==> src/rtl/cpu_sequencer.sv <==
// Fetch/execute controller for the hiddenCPU ALU: fetches 8-bit instructions over req/ack,
// drives the ALU from ACC and a 4-entry register file, and commits results, flags and PC updates.
module cpu_sequencer #(
    parameter int PC_W = 4
) (
    input  logic            clk,
    input  logic            rst_n,
    input  logic            run,
    output logic            fetch_req,
    output logic [PC_W-1:0] fetch_addr,
    input  logic [7:0]      fetch_data,
    input  logic            fetch_ack,
    input  logic [7:0]      data_in,
    output logic [7:0]      data_out,
    output logic [1:0]      alu_opcode,
    output logic [3:0]      alu_addrs,
    output logic [7:0]      alu_din0,
    output logic [7:0]      alu_din1,
    input  logic [7:0]      alu_dout,
    input  logic            alu_carry,
    input  logic            alu_borrow,
    input  logic            alu_bcf,
    input  logic            alu_bbf,
    input  logic            alu_buc,
    input  logic            alu_toggle,
    output logic [7:0]      acc_out,
    output logic            toggle_out,
    output logic            carry_flag,
    output logic            borrow_flag,
    output logic            busy,
    output logic            retire
);

    localparam logic [PC_W-1:0] PC_ONE = 1;

    typedef enum logic [1:0] {
        S_IDLE  = 2'd0,
        S_FETCH = 2'd1,
        S_EXEC  = 2'd2
    } state_t;

    state_t          r_state;
    state_t          w_state_next;
    logic [PC_W-1:0] r_pc;
    logic [7:0]      r_ir;
    logic [7:0]      r_acc;
    logic [7:0]      r_regs [0:2];
    logic [7:0]      r_data_out;
    logic            r_carry;
    logic            r_borrow;
    logic            r_toggle;

    logic [1:0]      w_op;
    logic [3:0]      w_a;
    logic [1:0]      w_r;
    logic [7:0]      w_rval;
    logic            w_exec;
    logic            w_is_op3;
    logic            w_taken;
    logic            w_mov;
    logic [PC_W-1:0] w_target;
    logic [PC_W-1:0] w_pc_next;

    assign w_op     = r_ir[7:6];
    assign w_a      = r_ir[5:2];
    assign w_r      = r_ir[1:0];
    assign w_exec   = (r_state == S_EXEC);
    assign w_is_op3 = (w_op == 2'd3);
    assign w_target = PC_W'(w_a);

    // Branch decision uses the flag registers before this instruction commits.
    assign w_taken   = (alu_bcf & r_carry) | (alu_bbf & r_borrow) | alu_buc;
    assign w_mov     = w_is_op3 & ~(alu_bcf | alu_bbf | alu_buc | alu_toggle);
    assign w_pc_next = (w_is_op3 && w_taken) ? w_target : (r_pc + PC_ONE);

    always_comb begin
        w_rval = data_in;
        unique case (w_r)
            2'd0:    w_rval = r_regs[0];
            2'd1:    w_rval = r_regs[1];
            2'd2:    w_rval = r_regs[2];
            default: w_rval = data_in;
        endcase
    end

    always_ff @(posedge clk or negedge rst_n) begin
        if (!rst_n) begin
            r_state <= S_IDLE;
        end else begin
            r_state <= w_state_next;
        end
    end

    always_comb begin
        w_state_next = r_state;
        fetch_req    = 1'b0;
        retire       = 1'b0;
        unique case (r_state)
            S_IDLE: begin
                if (run) begin
                    w_state_next = S_FETCH;
                end
            end
            S_FETCH: begin
                fetch_req = 1'b1;
                if (fetch_ack) begin
                    w_state_next = S_EXEC;
                end
            end
            S_EXEC: begin
                retire       = 1'b1;
                w_state_next = run ? S_FETCH : S_IDLE;
            end
            default: begin
                w_state_next = S_IDLE;
            end
        endcase
    end

    always_comb begin
        alu_opcode = 2'd0;
        alu_addrs  = 4'd0;
        alu_din0   = 8'd0;
        alu_din1   = 8'd0;
        if (w_exec) begin
            alu_opcode = w_op;
            alu_addrs  = w_a;
            alu_din0   = r_acc;
            alu_din1   = w_is_op3 ? 8'd0 : w_rval;
        end
    end

    always_ff @(posedge clk or negedge rst_n) begin
        if (!rst_n) begin
            r_pc <= '0;
            r_ir <= 8'd0;
        end else begin
            if (r_state == S_FETCH && fetch_ack) begin
                r_ir <= fetch_data;
            end
            if (w_exec) begin
                r_pc <= w_pc_next;
            end
        end
    end

    always_ff @(posedge clk or negedge rst_n) begin
        if (!rst_n) begin
            r_acc    <= 8'd0;
            r_carry  <= 1'b0;
            r_borrow <= 1'b0;
            r_toggle <= 1'b0;
        end else if (w_exec) begin
            if (!w_is_op3) begin
                r_acc <= alu_dout;
            end
            if (w_op == 2'd0) begin
                r_carry <= alu_carry;
            end
            if (w_op == 2'd1) begin
                r_borrow <= alu_borrow;
            end
            if (w_is_op3 && alu_toggle) begin
                r_toggle <= ~r_toggle;
            end
        end
    end

    // R0-R2 are internal; index 3 maps onto the external data_out register.
    genvar gi;
    generate
        for (gi = 0; gi < 3; gi++) begin : g_regs
            always_ff @(posedge clk or negedge rst_n) begin
                if (!rst_n) begin
                    r_regs[gi] <= 8'd0;
                end else if (w_exec && w_mov && (w_r == 2'(gi))) begin
                    r_regs[gi] <= alu_dout;
                end
            end
        end
    endgenerate

    always_ff @(posedge clk or negedge rst_n) begin
        if (!rst_n) begin
            r_data_out <= 8'd0;
        end else if (w_exec && w_mov && (w_r == 2'd3)) begin
            r_data_out <= alu_dout;
        end
    end

    assign fetch_addr  = r_pc;
    assign data_out    = r_data_out;
    assign acc_out     = r_acc;
    assign toggle_out  = r_toggle;
    assign carry_flag  = r_carry;
    assign borrow_flag = r_borrow;
    assign busy        = (r_state != S_IDLE);

endmodule

==> config.mk <==
export PLATFORM = sky130hd
export DESIGN_NAME = cpu_sequencer
export DESIGN_NICKNAME = d
export VERILOG_FILES = /design/src/rtl/cpu_sequencer.sv
export SDC_FILE = /design/constraint.sdc
export NUM_CORES = 1
export LEC_CHECK = 0
export ABC_AREA = 1
export CAP_MARGIN = 25
export CORE_ASPECT_RATIO = 1.2
export CORE_MARGIN = 10
export CORE_UTILIZATION = 30
export CTS_BUF_LIST = sky130_fd_sc_hd__clkbuf_8
export DETAILED_ROUTE_END_ITERATION = 8
export SYNTH_ARGS = -nofsm -noshare
export SYNTH_HDL_FRONTEND = slang
export SYNTH_SLANG_ARGS = --single-unit
==> constraint.sdc <==
create_clock -name clk -period 2.3 [get_ports clk]
set_input_delay 0.345 -clock clk [delete_from_list [all_inputs] [get_ports clk]]
set_output_delay 0.345 -clock clk [all_outputs]
set_load 0.05 [all_outputs]
* Word-level counts from Yosys, hierarchy flattened
Index checks and enable logic that the tools add are counted.
Storage, ports and cells: register bits after elaboration 57, bits in latches 0, bits in writable memories 0, memory bits (read-only) 0, input port bits 34, output and inout bits 48, word-level logic and storage cells 62, memories 0
Operators by class: add/subtract/negate cells 1, $mul 0, div/mod/pow operators 0, order comparisons 0, equal/unequal tests 9, shift operators 0, mux-type cells 13, bitwise operators 11, reduce and logical (&&, ||, !) cells 17
Operator list (number):
- 8-bit two-way mux | 3
- 8-bit case mux with 3 select lines | 1
- 2-bit AND reduction | 5
- 2-bit equality test (second input constant) | 4
- 1-bit logical AND | 8
- 4-bit two-way mux | 2
- 2-bit by 1-bit equality test with 1-bit output (second input constant) | 3
- 2-bit zero test | 3
- 2-bit two-way mux | 3
- 2-bit case mux with 3 select lines | 1
- 1-bit OR | 5
- 4-bit by 1-bit adder with 4-bit output (second input constant) | 1
- 2-bit inequality test (second input constant) | 2
- 1-bit AND | 3
- 1-bit two-way mux | 3
- 1-bit inverter | 3
- 2-bit nonzero test | 1

* Logic depth before layout (Yosys ltp)
Gate-level depths: netlist (run 1).
word-level depth 7, depth in mapped cells 8, gate-level depth less buffers 7

* Worst setup path before layout (run 1)
No wires, ideal clock.
kind register to output, start register r_state[0], end output port alu_din1[3], data arrival time 1.686 ns, required time 1.955 ns, slack 0.269 ns, stages on the path, launching flop included 9, buffers on the path 1, cell sequence dfrtp_1 inv_2 nand2_2 inv_1 nand2_2 buf_2 nor2_1 nand2_1 inv_1
On the way: longest elaborated chain between the ends 2
Ends and longest elaborated chain:
- from (decl) | RTL line 42 | state_t r_state;
- from (signal assigned) | RTL line 90 | r_state <= w_state_next;
- 2-bit equality test | RTL line 67 | assign w_exec = (r_state == S_EXEC);
- 8-bit two-way mux | RTL line 125 | if (w_exec) begin
- to (decl) | RTL line 18 | output logic [7:0] alu_din1,
No other way between the ends.

* Worst setup path in the final report (run 1)
start register r_ir[1], end output port alu_din1[7]
On the way: longest elaborated chain between the ends 4, elaborated cells between the ends (all ways) 6, classes of those cells 2 x eq/ne; 3 x mux; 1 x reduce/logical
Ends and longest elaborated chain:
- from (decl) | RTL line 45 | logic [7:0] r_ir;
- from (signal assigned) | RTL line 139 | r_ir <= fetch_data;
- 2-bit equality test (tied with other cells) | RTL line 78 | unique case (w_r)
- 8-bit case mux with 3 select lines (*) | RTL line 78
- 8-bit two-way mux (*) | RTL line 129 | alu_din1 = w_is_op3 ? 8'd0 : w_rval;
- 8-bit two-way mux (*) | RTL line 125
Mark *: on every way between the ends. The rest lies on a longest branch, timed or not.

==> impl_metrics.py, run 1 <==
metrics = {
    "yosys": {
        "syn_nets": 397,
        "synth-seq-cells": 57,
        "synth-seq-area-share_pct": 49.5,
        "synth_top_cell_area_share_pct": 49.5,
        "synthTopCellsByArea": "dfrtp_1 49%, nand2_1 15%, nand4_1 7.2%, nor2_1 5.2%, inv_1 4.0%",
        "syn_area_sq_um": 2880,
        "ys_warn_count": 0,
        "syn_avg_cell_area_sq_um": 7.97,
        "synth_top_cell_by_area": "dfrtp_1",
        "synthCells": 362,
        "synth_cell_type_count": 24,
    },
    "cells_and_area": {
        "area_growth_pct": 42.6,
        "final_cell_area_sq_um": 4110,
        "final_common_cell": "nand2_1",
        "final_cell_mix": "117 x nand2_1, 57 x clkdlybuf4s50_1, 55 x dfrtp_1",
        "insertedDiodeCount": 0,
        "drive_gt1_share_pct": 14.7,
        "nNetsFinal": 486,
    },
    "drt": {
        "ant_nets": 0,
        "dr.pass1.iters": 4,
        "avgViaCountPerCell": 4.61,
        "vias": 2670,
        "routed_wl_mm": 8.59,
        "met1_length_mm": 3.80,
        "top_layer": "met4",
        "met3_length_microns": 422,
        "drc": 0,
        "wl_per_cell_microns": 14.8,
        "drt_iter0_drc": 148,
        "wl_met2_mm": 4.22,
    },
    "sta": {
        "slew_viol_final": 0,
        "fin_crit_sh_pct": 90.2,
        "hold_viol_final": 0,
        "rsz0062_at_grt": "false",
        "fmax_ghz": 0.482,
        "relSlewSlack_pct": 60.9,
        "setup_tns_ns": 0,
        "setup_viol": 0,
        "tightest_slew_ns": 0.586,
        "finalCriticalPeriod_ns": 2.08,
        "skew_ns": 0.00657,
    },
    "critical_path": {
        "required_ns": 1.96,
        "crit_chain": "inv_1 -> nor2_2 -> nand2_1 -> nand3_1 -> nand2_1 -> inv_1 -> buf_12",
        "cpMaxStageDelayCell": "dfrtp_2",
        "critical_path.top_delay_family": "flip-flops",
        "path_class": "flip-flop to primary output",
        "cp-end-kind": "primary output",
        "worst-path-buf-inv": 3,
        "cpPeakStageDelay_ns": 0.53,
        "path_max_fanout": 12,
        "cp.arrival_ns": 1.73,
        "startpoint_type": "flip-flop",
    },
    "die": {
        "initial_core_util_pct": 30.5,
        "dieArea_sq_um": 14000,
        "fp.dieH_microns": 127,
        "fp.dieW_microns": 110,
        "rows": 39,
        "io_pins": 82,
        "core_area_sq_um": 9470,
    },
    "clock_tree": {
        "htreeDepth": 3,
        "cts.sinks": 57,
        "holdBufCountCts": 0,
        "clkLatencyLatePin_ns": 0.33,
        "clk_pin_slew_ns": 0.06,
        "clock_path_buffers": 2,
        "cts_made_buffers": 9,
        "cts_tree": "yes",
        "cts-root-buf": "clkbuf_8",
    },
    "global_routing": {
        "grtUsageTotal_pct": 12.7,
        "overflow": 0,
        "antenna_found_initial": 0,
        "grt_max_degree": 35,
        "grt_pass1_wl_mm": 14.1,
        "grt_pass1_vias": 2764,
    },
    "placement": {
        "port-buffer-count": 81,
        "dp.final_hpwl_mm": 6.30,
        "place_area_sq_um": 3850,
        "routabilityCongestion": 0.792,
    },
    "power": {
        "power.density_nw_per_um2": 1010,
        "leakage_nw": 2.10,
        "ir_drop_uv": 650,
    },
    "worst_hold_path": {
        "hp-class": "input port to async pin",
    },
    "status": {
        "status": "finished, final reports clean",
    },
    "job": {
        "drv_cap": 0,
    },
}
==> worst register-to-register path, stage by stage, from the launching register on <==
cell and delay [ns]:
dfrtp_1 0.37, inv_2 0.09, nand2_2 0.08, buf_4 0.23, nor2_8 0.26, buf_4 0.32, nand4_1 0.16, nand2_1 0.11
==> state kept, by name, summed over array words and instances (netlist names) <==
register / flops
r_regs: 24
acc_out: 8
data_out: 8
r_ir: 8
fetch_addr: 4
r_state: 2
borrow_flag: 1
carry_flag: 1
toggle_out: 1
==> where the power goes <==
group / switching [mW] / leakage, nW / internal (mW) / total, mW
Combinational: 1.16 / 1.24 / 0.575 / 1.73
Sequential: 0.185 / 0.741 / 1.20 / 1.39
Clock: 0.388 / 0.123 / 0.658 / 1.05
Total: 1.73 / 2.10 / 2.43 / 4.16
==> what timing repair did <==
| item | CTS | global route |
|---|---|---|
| buffers inserted | 0 | 5 |
| resized for setup | 1 | 2 |
| endpoints found under the setup margin | 1 | 8 |
| pin swaps | 0 | 1 |
==> synth_stat cells, drive strengths merged <==
library cell	count
xor2	1
dfrtp	57
xnor2	1
a21oi	8
nor2	45
nand2	120
nand4	33
inv	33
clkinv	2
nand3	27
ha	1
o21ai	17
buf	16
o31ai	1
==> path summary, 6_finish.rpt <==
path | startpoint | end | slack (ns) | cells past startpoint
min in group clk | r_regs[1] | r_regs[1] | 0.47 | 2
min | rst_n | fetch_addr[3] | 0.01 | 1
max reg2reg | r_state[0] | r_regs[0] | 0.62 | 7
min reg2reg | r_regs[1] | r_regs[1] | 0.47 | 2
max in group asynchronous | rst_n | r_ir[1] | 1.69 | 2
max | r_ir[1] | alu_din1[7] | 0.22 | 7
==> cell type report <==
cell class,count,area [sq um]
Fill cell,991,5350
Clock buffer,11,151
Timing Repair Buffer,94,971
Inverter,35,135
Sequential cell,57,1430
Clock inverter,5,71.3
Multi-Input combinational cell,254,1200
Tap cell,123,154
==> layer usage <==
layer / vias to the layer above / global-route usage (%)
li1: 1348 / -
met1: 1256 / 15.3
met2: 56 / 20.8
met3: 10 / 2.72
met4: 0 / 6.44
met5: - / 0
==> per-stage QoR <==
stage	total power [mW]	utilization (%)	std cells	setup slack (ns)	hold WS (ns)
3_5_place_dp	3.09	40.6	558	0.371	0.393
6_report	4.16	43.5	579	0.225	0.0128
3_3_place_gp	3.07	40.6	558	0.424	0.378
5_1_grt	4.40	43.5	579	0.0312	0.0505
4_1_cts	4.16	43.0	574	0.0552	0.0170
2_1_floorplan	2.48	-	362	0.269	0.0494
==> logic make-up after synthesis <==
group           after synthesis  synth area share [%]
buf+inv                      51                  8.85
flops                        57                  49.5
fa+ha+maj                     1                 0.434
xor+xnor                      2                 0.607
simple gates                225                  36.1
compound gates               26                  4.60
Note: power is estimated with default switching activity, not from simulation.
==> run 2, diff against run 1 <==
Settings changed: CORE_MARGIN 10 to not set.
==> impl_metrics.py, run 2 (same netlist as run 1, synthesis figures left out) <==
metrics = {
    "critical_path": {
        "startpoint_type": "flip-flop",
        "cpPeakStageDelay_ns": 0.53,
        "path_class": "flip-flop to primary output",
        "rrSetupSlack_ns": 0.65,
        "cp-end-kind": "primary output",
        "cpMaxStageDelayCell": "dfrtp_2",
        "r2r_cells": 6,
        "cp.arrival_ns": 1.75,
        "path_max_fanout": 12,
        "crit_chain": "inv_1 -> nor2_2 -> nand2_1 -> nand3_1 -> nand2_1 -> inv_1 -> buf_12",
        "rr_startpoint": "r_ir[1]",
        "reg2reg_to": "r_regs[0]",
        "required_ns": 1.96,
    },
    "cells_and_area": {
        "largest-register": "r_regs",
        "n_fill_cell": 903,
        "final_common_cell": "nand2_1",
        "nNetsFinal": 484,
        "drive_gt1_share_pct": 14.1,
        "final_cell_mix": "117 x nand2_1, 57 x clkdlybuf4s50_1, 55 x dfrtp_1",
        "finalNonFillerCells": 573,
        "largest_register_ffs": 24,
        "area_growth_pct": 41.4,
        "insertedDiodeCount": 0,
    },
    "clock_tree": {
        "cts_tree": "yes",
        "clkLatencyLatePin_ns": 0.33,
        "cts_made_buffers": 9,
        "cts-root-buf": "clkbuf_8",
        "clk_pin_slew_ns": 0.06,
        "htreeDepth": 3,
        "clock_path_buffers": 2,
        "cts.sinks": 57,
    },
    "sta": {
        "fin_crit_sh_pct": 91.3,
        "relSlewSlack_pct": 65.2,
        "slew_viol_final": 0,
        "finalCriticalPeriod_ns": 2.10,
        "rsz0062_at_grt": "false",
        "fmax_ghz": 0.476,
        "hold_viol_final": 0,
        "setup_viol": 0,
        "tightest_slew_ns": 0.520,
        "skew_ns": 0.00836,
        "setup_tns_ns": 0,
    },
    "placement": {
        "routabilityCongestion": 0.839,
        "dp.final_hpwl_mm": 5.56,
        "dp_cells": 555,
        "port-buffer-count": 81,
    },
    "die": {
        "fp.dieH_microns": 109,
        "initial_core_util_pct": 31.4,
        "io_pins": 82,
        "fp.dieW_microns": 91.5,
        "core_area_sq_um": 9180,
        "dieArea_sq_um": 10000,
        "rows": 38,
    },
    "power": {
        "power.density_nw_per_um2": 1010,
        "leakage_nw": 2.10,
        "ir_drop_uv": 641,
    },
    "job": {
        "drv_cap": 0,
    },
    "global_routing": {
        "grt_pass1_wl_mm": 12.9,
        "grt_pass1_vias": 2638,
        "antenna_found_initial": 0,
        "grt_max_degree": 58,
        "overflow": 0,
        "grtUsageTotal_pct": 16.7,
    },
    "drt": {
        "vias": 2628,
        "ant_nets": 0,
        "drt_iter0_drc": 179,
        "routed_wl_mm": 7.82,
        "drc": 0,
        "avgViaCountPerCell": 4.59,
        "wl_per_cell_microns": 13.6,
        "dr.pass1.iters": 4,
    },
    "status": {
        "status": "finished, final reports clean",
    },
    "worst_hold_path": {
        "hp-class": "input port to async pin",
    },
}
-- run 2: changes by cell type in the layout (fill, tap and decap cells not counted) --
cell	change
clkinvlp_4	-1
buf_4	-2
clkinv_2	+1
clkbuf_8	-1
-- run 2: timing repair --
item / in CTS / in global routing
buffers inserted: 0 / 3
setup endpoints to repair: 0 / 8
resized for setup: 0 / 2
hold buffers: 0 / 0
-- run 2: area by class of cell --
| type | instances | area (sq um) | share of cell area [%] |
|---|---|---|---|
| sequential | 57 | 1430 | 35.0 |
| multi-input combinational | 254 | 1200 | 29.5 |
| timing repair buffer | 92 | 956 | 23.4 |
| tap | 120 | 150 | 3.68 |
| clock buffer | 10 | 138 | 3.37 |
| inverter | 35 | 131 | 3.22 |
| clock inverter | 5 | 72.6 | 1.78 |
-- run 2: layer usage --
layer / wire length (microns) / vias up / global-route usage, % / share of wire, %
li1: - / 1341 / - / -
met1: 3450 / 1219 / 20.3 / 44
met2: 3920 / 55 / 29.0 / 50
met3: 282 / 13 / 2.97 / 3.6
met4: 165 / 0 / 7.94 / 2.1
met5: 0 / - / 0 / 0
-- run 2: worst max-delay path by stage --
| stage | start | end | slack (ns) | cells after the start |
|---|---|---|---|---|
| 2_1_floorplan | r_state[0] | alu_din1[3] | 0.27 | 8 |
| 3_3_place_gp | r_ir[1] | alu_din1[5] | 0.41 | 7 |
| 3_5_place_dp | r_ir[1] | alu_din1[5] | 0.39 | 7 |
| 4_1_cts | r_ir[1] | alu_din1[5] | 0.006 | 7 |
| 5_1_grt | r_state[0] | alu_din1[1] | 0.03 | 8 |
| 6_report | r_ir[1] | alu_din1[5] | 0.20 | 7 |
-- run 2: report_power, final --
| group | switching, mW | leakage, nW | internal, mW |
|---|---|---|---|
| Clock | 0.382 | 0.115 | 0.624 |
| Combinational | 1.14 | 1.24 | 0.573 |
| Sequential | 0.188 | 0.741 | 1.20 |
-- run 2: metrics by stage --
| step | util, % | setup WS (ns) | total power [mW] | hold WS [ns] | area (sq um) |
|---|---|---|---|---|---|
| final | 44.5 | 0.201 | 4.10 | 0.00976 | 4080 |
| after global routing | 44.5 | 0.0273 | 4.35 | 0.0303 | 4080 |
| after CTS | 44.0 | 0.00595 | 4.09 | 0.0197 | 4040 |
| after detailed placement | 41.8 | 0.386 | 3.07 | 0.370 | 3830 |
| after global placement | 41.8 | 0.414 | 3.05 | 0.367 | 3830 |
| after floorplan | - | 0.269 | 2.48 | 0.0494 | 2880 |
-- run 2: critical path, delay by kind of cell, from the launching register on --
family / cells / cell delay, ns
simple gates: 4 / 0.55
flops: 1 / 0.53
buf+inv: 3 / 0.34
==> run 3, diff against run 2 <==
Settings changed: TNS_END_PERCENT set to 100.
==> results of run 3 <==
Same layout as run 2: the final DEF is identical, and so are final timing and power.
